**config.mk**
```make
export PLATFORM = sky130hd
export DESIGN_NAME = aes_frame_uart_initiator
export DESIGN_NICKNAME = d
export VERILOG_FILES = /design/src/rtl/aes_frame_uart_initiator.sv
export SDC_FILE = /design/constraint.sdc
export NUM_CORES = 1
export LEC_CHECK = 0
export CAP_MARGIN = 20
export CORE_MARGIN = 5
export CORE_UTILIZATION = 35
export CTS_BUF_LIST = sky130_fd_sc_hd__clkbuf_8 sky130_fd_sc_hd__clkbuf_16
export DETAILED_ROUTE_END_ITERATION = 16
export GPL_TIMING_DRIVEN = 1
export SYNTH_ARGS = -nofsm -noshare
export SYNTH_HDL_FRONTEND = slang
export SYNTH_SLANG_ARGS = --single-unit
export TNS_END_PERCENT = 30
```
**constraint.sdc**
```tcl
create_clock -name clk -period 3.06 [get_ports clk]
set_input_delay 0.765 -clock clk [delete_from_list [all_inputs] [get_ports clk]]
set_output_delay 0.765 -clock clk [all_outputs]
set_load 0.02 [all_outputs]
```
**src/rtl/aes_frame_uart_initiator.sv**
```systemverilog
// Purpose : host-side initiator for the RSA/AES UART decrypt link. Sends a 32-byte request
//           (16 B RSA-wrapped key, then 16 B AES ciphertext) and collects the 16-byte plaintext reply.
// Latency : busy one cycle after start; first start bit at cycle 1+BAUD_TICKS; 11 bit times per
//           request byte; done one cycle after the stop sample of reply byte 15 (or on timeout).
// Backpressure: none; start is honoured only while idle (including the done cycle), never queued.
//
// Ports:
//   clk, rst_n            clock and synchronous active-low reset
//   start                 request a transaction (ignored while busy)
//   key_ct, data_ct       request payload, latched on an accepted start
//   uart_rx / uart_tx     serial reply / request lines (8N1, idle high, LSB first)
//   busy, done            transaction in progress / one-cycle end-of-transaction pulse
//   plaintext             reply, byte 0 in [127:120]
//   err_timeout           last transaction ended on reply timeout
//   err_frame             at least one reply byte had a low stop bit
module aes_frame_uart_initiator #(
  parameter int CLK_HZ       = 100_000_000,
  parameter int BAUD         = 115200,
  parameter int BAUD_TICKS   = CLK_HZ / BAUD,
  parameter int RESP_TIMEOUT = 2_000_000
) (
  input  logic         clk,
  input  logic         rst_n,
  input  logic         start,
  input  logic [127:0] key_ct,
  input  logic [127:0] data_ct,
  input  logic         uart_rx,
  output logic         uart_tx,
  output logic         busy,
  output logic         done,
  output logic [127:0] plaintext,
  output logic         err_timeout,
  output logic         err_frame
);

  localparam int CW = $clog2(BAUD_TICKS + 1);
  localparam int TW = $clog2(RESP_TIMEOUT + 1);

  localparam logic [CW-1:0] BIT_LAST  = CW'(BAUD_TICKS - 1);
  localparam logic [CW-1:0] HALF_LAST = CW'(BAUD_TICKS / 2 - 1);
  localparam logic [TW-1:0] TO_LAST   = TW'(RESP_TIMEOUT - 1);

  // Transaction / tx FSM
  localparam logic [2:0] S_IDLE  = 3'd0;
  localparam logic [2:0] S_GAP   = 3'd1;
  localparam logic [2:0] S_START = 3'd2;
  localparam logic [2:0] S_DATA  = 3'd3;
  localparam logic [2:0] S_STOP  = 3'd4;
  localparam logic [2:0] S_RESP  = 3'd5;

  // Reply receiver FSM
  localparam logic [1:0] R_IDLE  = 2'd0;
  localparam logic [1:0] R_START = 2'd1;
  localparam logic [1:0] R_DATA  = 2'd2;
  localparam logic [1:0] R_STOP  = 2'd3;

  logic [2:0]    tx_state_q, tx_state_d;
  logic [CW-1:0] tx_cnt_q, tx_cnt_d;
  logic [2:0]    tx_bit_q, tx_bit_d;
  logic [4:0]    tx_byte_q, tx_byte_d;
  logic [255:0]  tx_shreg_q, tx_shreg_d;
  logic          uart_tx_q, uart_tx_d;

  logic          rx_sync1_q, rx_sync1_d;
  logic          rx_sync2_q, rx_sync2_d;
  logic          rx_prev_q, rx_prev_d;
  logic [1:0]    rx_state_q, rx_state_d;
  logic [CW-1:0] rx_cnt_q, rx_cnt_d;
  logic [2:0]    rx_bit_q, rx_bit_d;
  logic [7:0]    rx_shift_q, rx_shift_d;
  logic [3:0]    rx_nbytes_q, rx_nbytes_d;
  logic [TW-1:0] to_cnt_q, to_cnt_d;

  logic [127:0]  plaintext_q, plaintext_d;
  logic          err_timeout_q, err_timeout_d;
  logic          err_frame_q, err_frame_d;
  logic          done_q, done_d;

  logic          tx_tick;
  logic          rx_fall;
  logic [7:0]    tx_cur_byte;

  always_comb begin
    tx_state_d    = tx_state_q;
    tx_cnt_d      = tx_cnt_q;
    tx_bit_d      = tx_bit_q;
    tx_byte_d     = tx_byte_q;
    tx_shreg_d    = tx_shreg_q;
    rx_sync1_d    = uart_rx;
    rx_sync2_d    = rx_sync1_q;
    rx_prev_d     = rx_sync2_q;
    rx_state_d    = rx_state_q;
    rx_cnt_d      = rx_cnt_q;
    rx_bit_d      = rx_bit_q;
    rx_shift_d    = rx_shift_q;
    rx_nbytes_d   = rx_nbytes_q;
    to_cnt_d      = to_cnt_q;
    plaintext_d   = plaintext_q;
    err_timeout_d = err_timeout_q;
    err_frame_d   = err_frame_q;
    done_d        = 1'b0;
    uart_tx_d     = 1'b1;
    tx_cur_byte   = 8'h00;

    tx_tick = (tx_cnt_q == BIT_LAST);
    rx_fall = rx_prev_q & ~rx_sync2_q;

    // ---------------- request transmitter ----------------
    case (tx_state_q)
      S_IDLE: begin
        if (start) begin
          tx_state_d    = S_GAP;
          tx_cnt_d      = '0;
          tx_bit_d      = 3'd0;
          tx_byte_d     = 5'd0;
          tx_shreg_d    = {key_ct, data_ct};
          plaintext_d   = '0;
          err_timeout_d = 1'b0;
          err_frame_d   = 1'b0;
          rx_nbytes_d   = 4'd0;
          to_cnt_d      = '0;
        end
      end
      S_GAP: begin
        tx_cnt_d = tx_tick ? '0 : tx_cnt_q + CW'(1);
        if (tx_tick) tx_state_d = S_START;
      end
      S_START: begin
        tx_cnt_d = tx_tick ? '0 : tx_cnt_q + CW'(1);
        if (tx_tick) begin
          tx_state_d = S_DATA;
          tx_bit_d   = 3'd0;
        end
      end
      S_DATA: begin
        tx_cnt_d = tx_tick ? '0 : tx_cnt_q + CW'(1);
        if (tx_tick) begin
          if (tx_bit_q == 3'd7) tx_state_d = S_STOP;
          else                  tx_bit_d   = tx_bit_q + 3'd1;
        end
      end
      S_STOP: begin
        tx_cnt_d = tx_tick ? '0 : tx_cnt_q + CW'(1);
        if (tx_tick) begin
          if (tx_byte_q == 5'd31) begin
            tx_state_d = S_RESP;
            to_cnt_d   = '0;
          end else begin
            tx_state_d = S_GAP;
            tx_byte_d  = tx_byte_q + 5'd1;
            // Next byte moves to the top so the line always reads [255:248].
            tx_shreg_d = {tx_shreg_q[247:0], 8'h00};
          end
        end
      end
      default: ;  // S_RESP is driven entirely by the receiver below
    endcase

    // ---------------- reply receiver ----------------
    // Only live in RESP; line activity during the request is ignored.
    if (tx_state_q == S_RESP) begin
      case (rx_state_q)
        R_IDLE: begin
          if (to_cnt_q == TO_LAST) begin
            err_timeout_d = 1'b1;
            done_d        = 1'b1;
            tx_state_d    = S_IDLE;
          end else begin
            to_cnt_d = to_cnt_q + TW'(1);
            if (rx_fall) begin
              rx_state_d = R_START;
              rx_cnt_d   = '0;
            end
          end
        end
        R_START: begin
          if (rx_cnt_q == HALF_LAST) begin
            rx_cnt_d = '0;
            rx_bit_d = 3'd0;
            // Line back high at mid start bit: a glitch, not a byte.
            rx_state_d = rx_sync2_q ? R_IDLE : R_DATA;
          end else begin
            rx_cnt_d = rx_cnt_q + CW'(1);
          end
        end
        R_DATA: begin
          if (rx_cnt_q == BIT_LAST) begin
            rx_cnt_d   = '0;
            rx_shift_d = {rx_sync2_q, rx_shift_q[7:1]};
            if (rx_bit_q == 3'd7) rx_state_d = R_STOP;
            else                  rx_bit_d   = rx_bit_q + 3'd1;
          end else begin
            rx_cnt_d = rx_cnt_q + CW'(1);
          end
        end
        default: begin  // R_STOP
          if (rx_cnt_q == BIT_LAST) begin
            rx_cnt_d   = '0;
            rx_state_d = R_IDLE;
            // A low stop bit is flagged but the byte is kept.
            if (!rx_sync2_q) err_frame_d = 1'b1;
            for (int i = 0; i < 16; i++) begin
              if (rx_nbytes_q == 4'(i)) plaintext_d[8*(15-i) +: 8] = rx_shift_q;
            end
            rx_nbytes_d = rx_nbytes_q + 4'd1;
            to_cnt_d    = '0;
            if (rx_nbytes_q == 4'd15) begin
              done_d     = 1'b1;
              tx_state_d = S_IDLE;
            end
          end else begin
            rx_cnt_d = rx_cnt_q + CW'(1);
          end
        end
      endcase
    end else begin
      rx_state_d = R_IDLE;
    end

    // Line level is registered from the next-state view so uart_tx is glitch-free
    // and bit edges line up with state changes.
    tx_cur_byte = tx_shreg_d[255:248];
    case (tx_state_d)
      S_START: uart_tx_d = 1'b0;
      S_DATA:  uart_tx_d = tx_cur_byte[tx_bit_d];
      default: uart_tx_d = 1'b1;
    endcase
  end

  always_ff @(posedge clk) begin
    if (!rst_n) begin
      tx_state_q    <= S_IDLE;
      tx_cnt_q      <= '0;
      tx_bit_q      <= 3'd0;
      tx_byte_q     <= 5'd0;
      tx_shreg_q    <= '0;
      uart_tx_q     <= 1'b1;
      rx_sync1_q    <= 1'b1;
      rx_sync2_q    <= 1'b1;
      rx_prev_q     <= 1'b1;
      rx_state_q    <= R_IDLE;
      rx_cnt_q      <= '0;
      rx_bit_q      <= 3'd0;
      rx_shift_q    <= 8'h00;
      rx_nbytes_q   <= 4'd0;
      to_cnt_q      <= '0;
      plaintext_q   <= '0;
      err_timeout_q <= 1'b0;
      err_frame_q   <= 1'b0;
      done_q        <= 1'b0;
    end else begin
      tx_state_q    <= tx_state_d;
      tx_cnt_q      <= tx_cnt_d;
      tx_bit_q      <= tx_bit_d;
      tx_byte_q     <= tx_byte_d;
      tx_shreg_q    <= tx_shreg_d;
      uart_tx_q     <= uart_tx_d;
      rx_sync1_q    <= rx_sync1_d;
      rx_sync2_q    <= rx_sync2_d;
      rx_prev_q     <= rx_prev_d;
      rx_state_q    <= rx_state_d;
      rx_cnt_q      <= rx_cnt_d;
      rx_bit_q      <= rx_bit_d;
      rx_shift_q    <= rx_shift_d;
      rx_nbytes_q   <= rx_nbytes_d;
      to_cnt_q      <= to_cnt_d;
      plaintext_q   <= plaintext_d;
      err_timeout_q <= err_timeout_d;
      err_frame_q   <= err_frame_d;
      done_q        <= done_d;
    end
  end

  assign uart_tx     = uart_tx_q;
  assign busy        = (tx_state_q != S_IDLE);
  assign done        = done_q;
  assign plaintext   = plaintext_q;
  assign err_timeout = err_timeout_q;
  assign err_frame   = err_frame_q;

endmodule
```
==> metrics.txt, run 1 <==
crit-path max FO 15; top-level port count 393; Relative slew margins 0.2703; arrival time at the worst endpoint around 2100 ps; register area share after synthesis 0.4996; Compound-Gate Fraction of Synth Area 0.2430; HP Class flip-flop to flip-flop; initial antenna violation count 18; WP data required 2290 ps; Setup Skew 17.89 ps; setup TNS 0 ps; vias ~18000; Clk pin slew, worst setup/hold paths 60 ps; Area Growth Syn to Fin 34.25%; Final ANT Viol Nets 0; area of the multi-input gates 8459 sq um; worst-skew pair later-pin latency 580 ps; min-delay src rx_sync1_q$_SDFF_PN1_; Pre-antenna DRT Iters 7; hpwl dp 42.39 mm; XOR/XNOR Fraction of Synth Area 0.008078; largest family of logic cells by synthesized area compound AO/OA/AOI/OAI gates; # setup viols final 0; crit path launch type flip-flop; cts bufs inserted 50; Die X 239.5 um; Yosys Warn Count 0; unrepaired setup endpoints after global routing false; Synth Area in Adders 0.01154; clock share of power 0.441; hold_buf cts 0; Pwr per Cell Area 540.5 nW/um^2; Tcrit/Tclk final 0.9477; num rows 84; largest net degree at the start of global routing 170; P_leak 8.312 nW; fin. max-slew vios 0; Post-Syn Nets 2524; Critical Path End Type primary output; Starting Density 0.3522; ys flop type dfxtp_1; CTS tree yes; Fin. Hold Viols 0; clock sink count 460; Worst Setup SP tx_state_q[2]$_SDFF_PN0_; Crit Path Class flip-flop to primary output; Worst-Margin Slew 1093 ps; Vias per Instance 5.410; Detailed Route Iter0 Violations around 1400; height of the die about 240 um; post-route design area 24750 sq um; Routed Wire Length 61.60 mm; Max H-tree Level 2; clk root buf clkbuf_16; post-cts gate resize count 0; ys async rst share 0; FMAX 344.8 MHz; DRC 0; Avg Inst Size Synth 8.203 sq um; # port buffers between 300 and 400; global route total overflow 0; Mapped Cells 2247; count of different cell masters after synthesis 60; setup bufs post-CTS 0; vias in the first global route 16849; FF/Latch Area 9209 sq um; VDD IR max 0.0003686 V; number of synthesized flops with an enable pin 0; Fillers a little over 5000; Switch Pwr between 0.003 and 0.004 W; # Max-Cap Violations 0; sw frac 0.2363; drt wl/cell 18.66 um; layout cell share with drive strength beyond 1 0.05573; outcome complete, no violations; global-route wire length before repair 94.57 mm; combinational power share 0.085; total die area 57360 sq um; GPL Wtd Cong 0.8535; clock buffer depth 3; sequential share of power 0.474; Core Region 52340 sq um; total track usage 0.2019; Final min period 2900 ps; Placed Cells 3200; Cell Area, Synth 18430 sq um; FF+latch count, synth 460; Non-Filler Instances 3301; internal cell power 0.01021 W; Post-Synth Simple-Gate Area 0.1903; mux contribution to synthesized area 0.005023; hold slack between 400 and 500 ps; RR Startpoint tx_byte_q[0]$_SDFFE_PN0P_; Placed Area 23090 sq um; Layout Nets 2841
[synthesized netlist by cell type (4+ instances only)]
master,count,area [sq um]
ha_1,17,212.7
nand2b_1,8,50.05
and3_1,10,62.56
nor2b_1,6,37.54
mux2i_1,7,70.07
o21a_1,4,30.03
a21oi_1,417,2087
nand2_1,442,1659
nand4_1,9,56.30
nor3_1,21,105.1
inv_1,18,67.56
nor2_1,96,360.4
buf_2,22,110.1
a22o_1,4,35.03
and2_1,9,56.30
or3_1,9,56.30
nor4_1,7,43.79
o21ai_1,5,25.02
or4_1,4,30.03
a31oi_1,11,68.82
nand3_1,163,815.8
a22oi_1,249,1869
clkbuf_1,147,551.8
buf_1,12,45.04
nand3b_1,4,30.03
o21ai_0,24,120.1
xnor2_1,10,87.58
xor2_1,7,61.31
dfxtp_1,460,9209
[state kept, by name, indices dropped and copies added (netlist names)]
name / count
tx_shreg_q: 256
plaintext: 128
to_cnt_q: 21
rx_cnt_q: 10
tx_cnt_q: 10
rx_shift_q: 8
tx_byte_q: 5
rx_nbytes_q: 4
rx_bit_q: 3
tx_bit_q: 3
tx_state_q: 3
rx_state_q: 2
done: 1
err_frame: 1
err_timeout: 1
rx_prev_d: 1
rx_prev_q: 1
rx_sync1_q: 1
uart_tx: 1
[cell families after synthesis]
family / count (synthesis)
xor+xnor: 17
mux: 8
buf+inv: 200
compound gates: 742
fa+ha+maj: 17
simple gates: 803
flops: 460
[area by class of cell]
| type | instances | share of cell area |
|---|---|---|
| antenna | 11 | 0.001112 |
| clock buffer | 66 | 0.06083 |
| clock inverter | 24 | 0.004905 |
| inverter | 18 | 0.003034 |
| multi-input combinational | 1587 | 0.3419 |
| sequential | 460 | 0.3721 |
| tap | 688 | 0.03479 |
| timing repair buffer | 447 | 0.1813 |
[routing by layer]
metal / global-route usage / up-vias / part of all wire
li1: - / 8642 / -
met1: 0.2636 / 8519 / 0.42
met2: 0.3265 / 580 / 0.47
met3: 0.05999 / 102 / 0.086
met4: 0.05758 / 14 / 0.023
met5: 0 / - / 0.0016
[power groups by stage]
stage / logic [W] / registers (W) / clock network, W
detailed placement: 0.00114 / 0.00647 / 0
finish: 0.00114 / 0.00634 / 0.00589
global placement: 0.00112 / 0.00647 / 0
floorplan: 0.000605 / 0.00642 / 0
global route: 0.00124 / 0.00636 / 0.00631
CTS: 0.00114 / 0.00634 / 0.00604
[stage by stage]
step	total power, W	utilization	setup WS, ps
after floorplan	0.007027	-	199.1
after global placement	0.007587	0.4412	112.8
after detailed placement	0.007609	0.4412	69.19
after CTS	0.01352	0.4722	41.19
after global routing	0.01391	0.4724	39.64
final	0.01337	0.4728	160.0
[final timing paths]
| path | to | slack, ps | depth (start not counted) |
|---|---|---|---|
| max | busy | 160 | 5 |
| min | rx_prev_d$_SDFF_PN1_ | 410 | 1 |
| max reg2reg | uart_tx$_SDFF_PN1_ | 190 | 12 |
| min reg2reg | rx_prev_d$_SDFF_PN1_ | 410 | 1 |
[worst max-delay path, stage by stage (launching register included)]
cell and delay [ps]:
dfxtp_1 350, buf_4 210, nor3_1 70, buf_4 150, inv_1 140, clkdlybuf4s50_1 630
[placed cells by master, fill, tap and decap left out, types with 5 or more instances in the layout]
master and count:
a21oi_1 417, a22oi_1 249, a31oi_1 11, and2_1 8, and3_1 10, buf_12 12, buf_4 43, clkbuf_16 53
clkbuf_8 13, clkdlybuf4s50_1 392, clkinv_2 9, dfxtp_1 460, diode_2 11, ha_1 17, inv_1 27, mux2i_1 7
nand2_1 441, nand2b_1 8, nand3_1 163, nand4_1 9, nor2_1 95, nor2b_1 6, nor3_1 21, nor4_1 7
o21ai_0 24, o21ai_1 5, or3_1 9, xnor2_1 10, xor2_1 7
No activity file was read; power rests on OpenSTA's default activity.
==> inputs of run 2 (changes only) <==
--- a/config.mk
+++ b/config.mk
@@ -9,6 +9,7 @@
 export CORE_MARGIN = 5
 export CORE_UTILIZATION = 35
 export CTS_BUF_LIST = sky130_fd_sc_hd__clkbuf_8 sky130_fd_sc_hd__clkbuf_16
+export CTS_CLUSTER_SIZE = 30
 export DETAILED_ROUTE_END_ITERATION = 16
 export GPL_TIMING_DRIVEN = 1
 export SYNTH_ARGS = -nofsm -noshare
==> results of run 2 <==
Same layout as run 1: the final DEF is identical, and so are final timing and power.
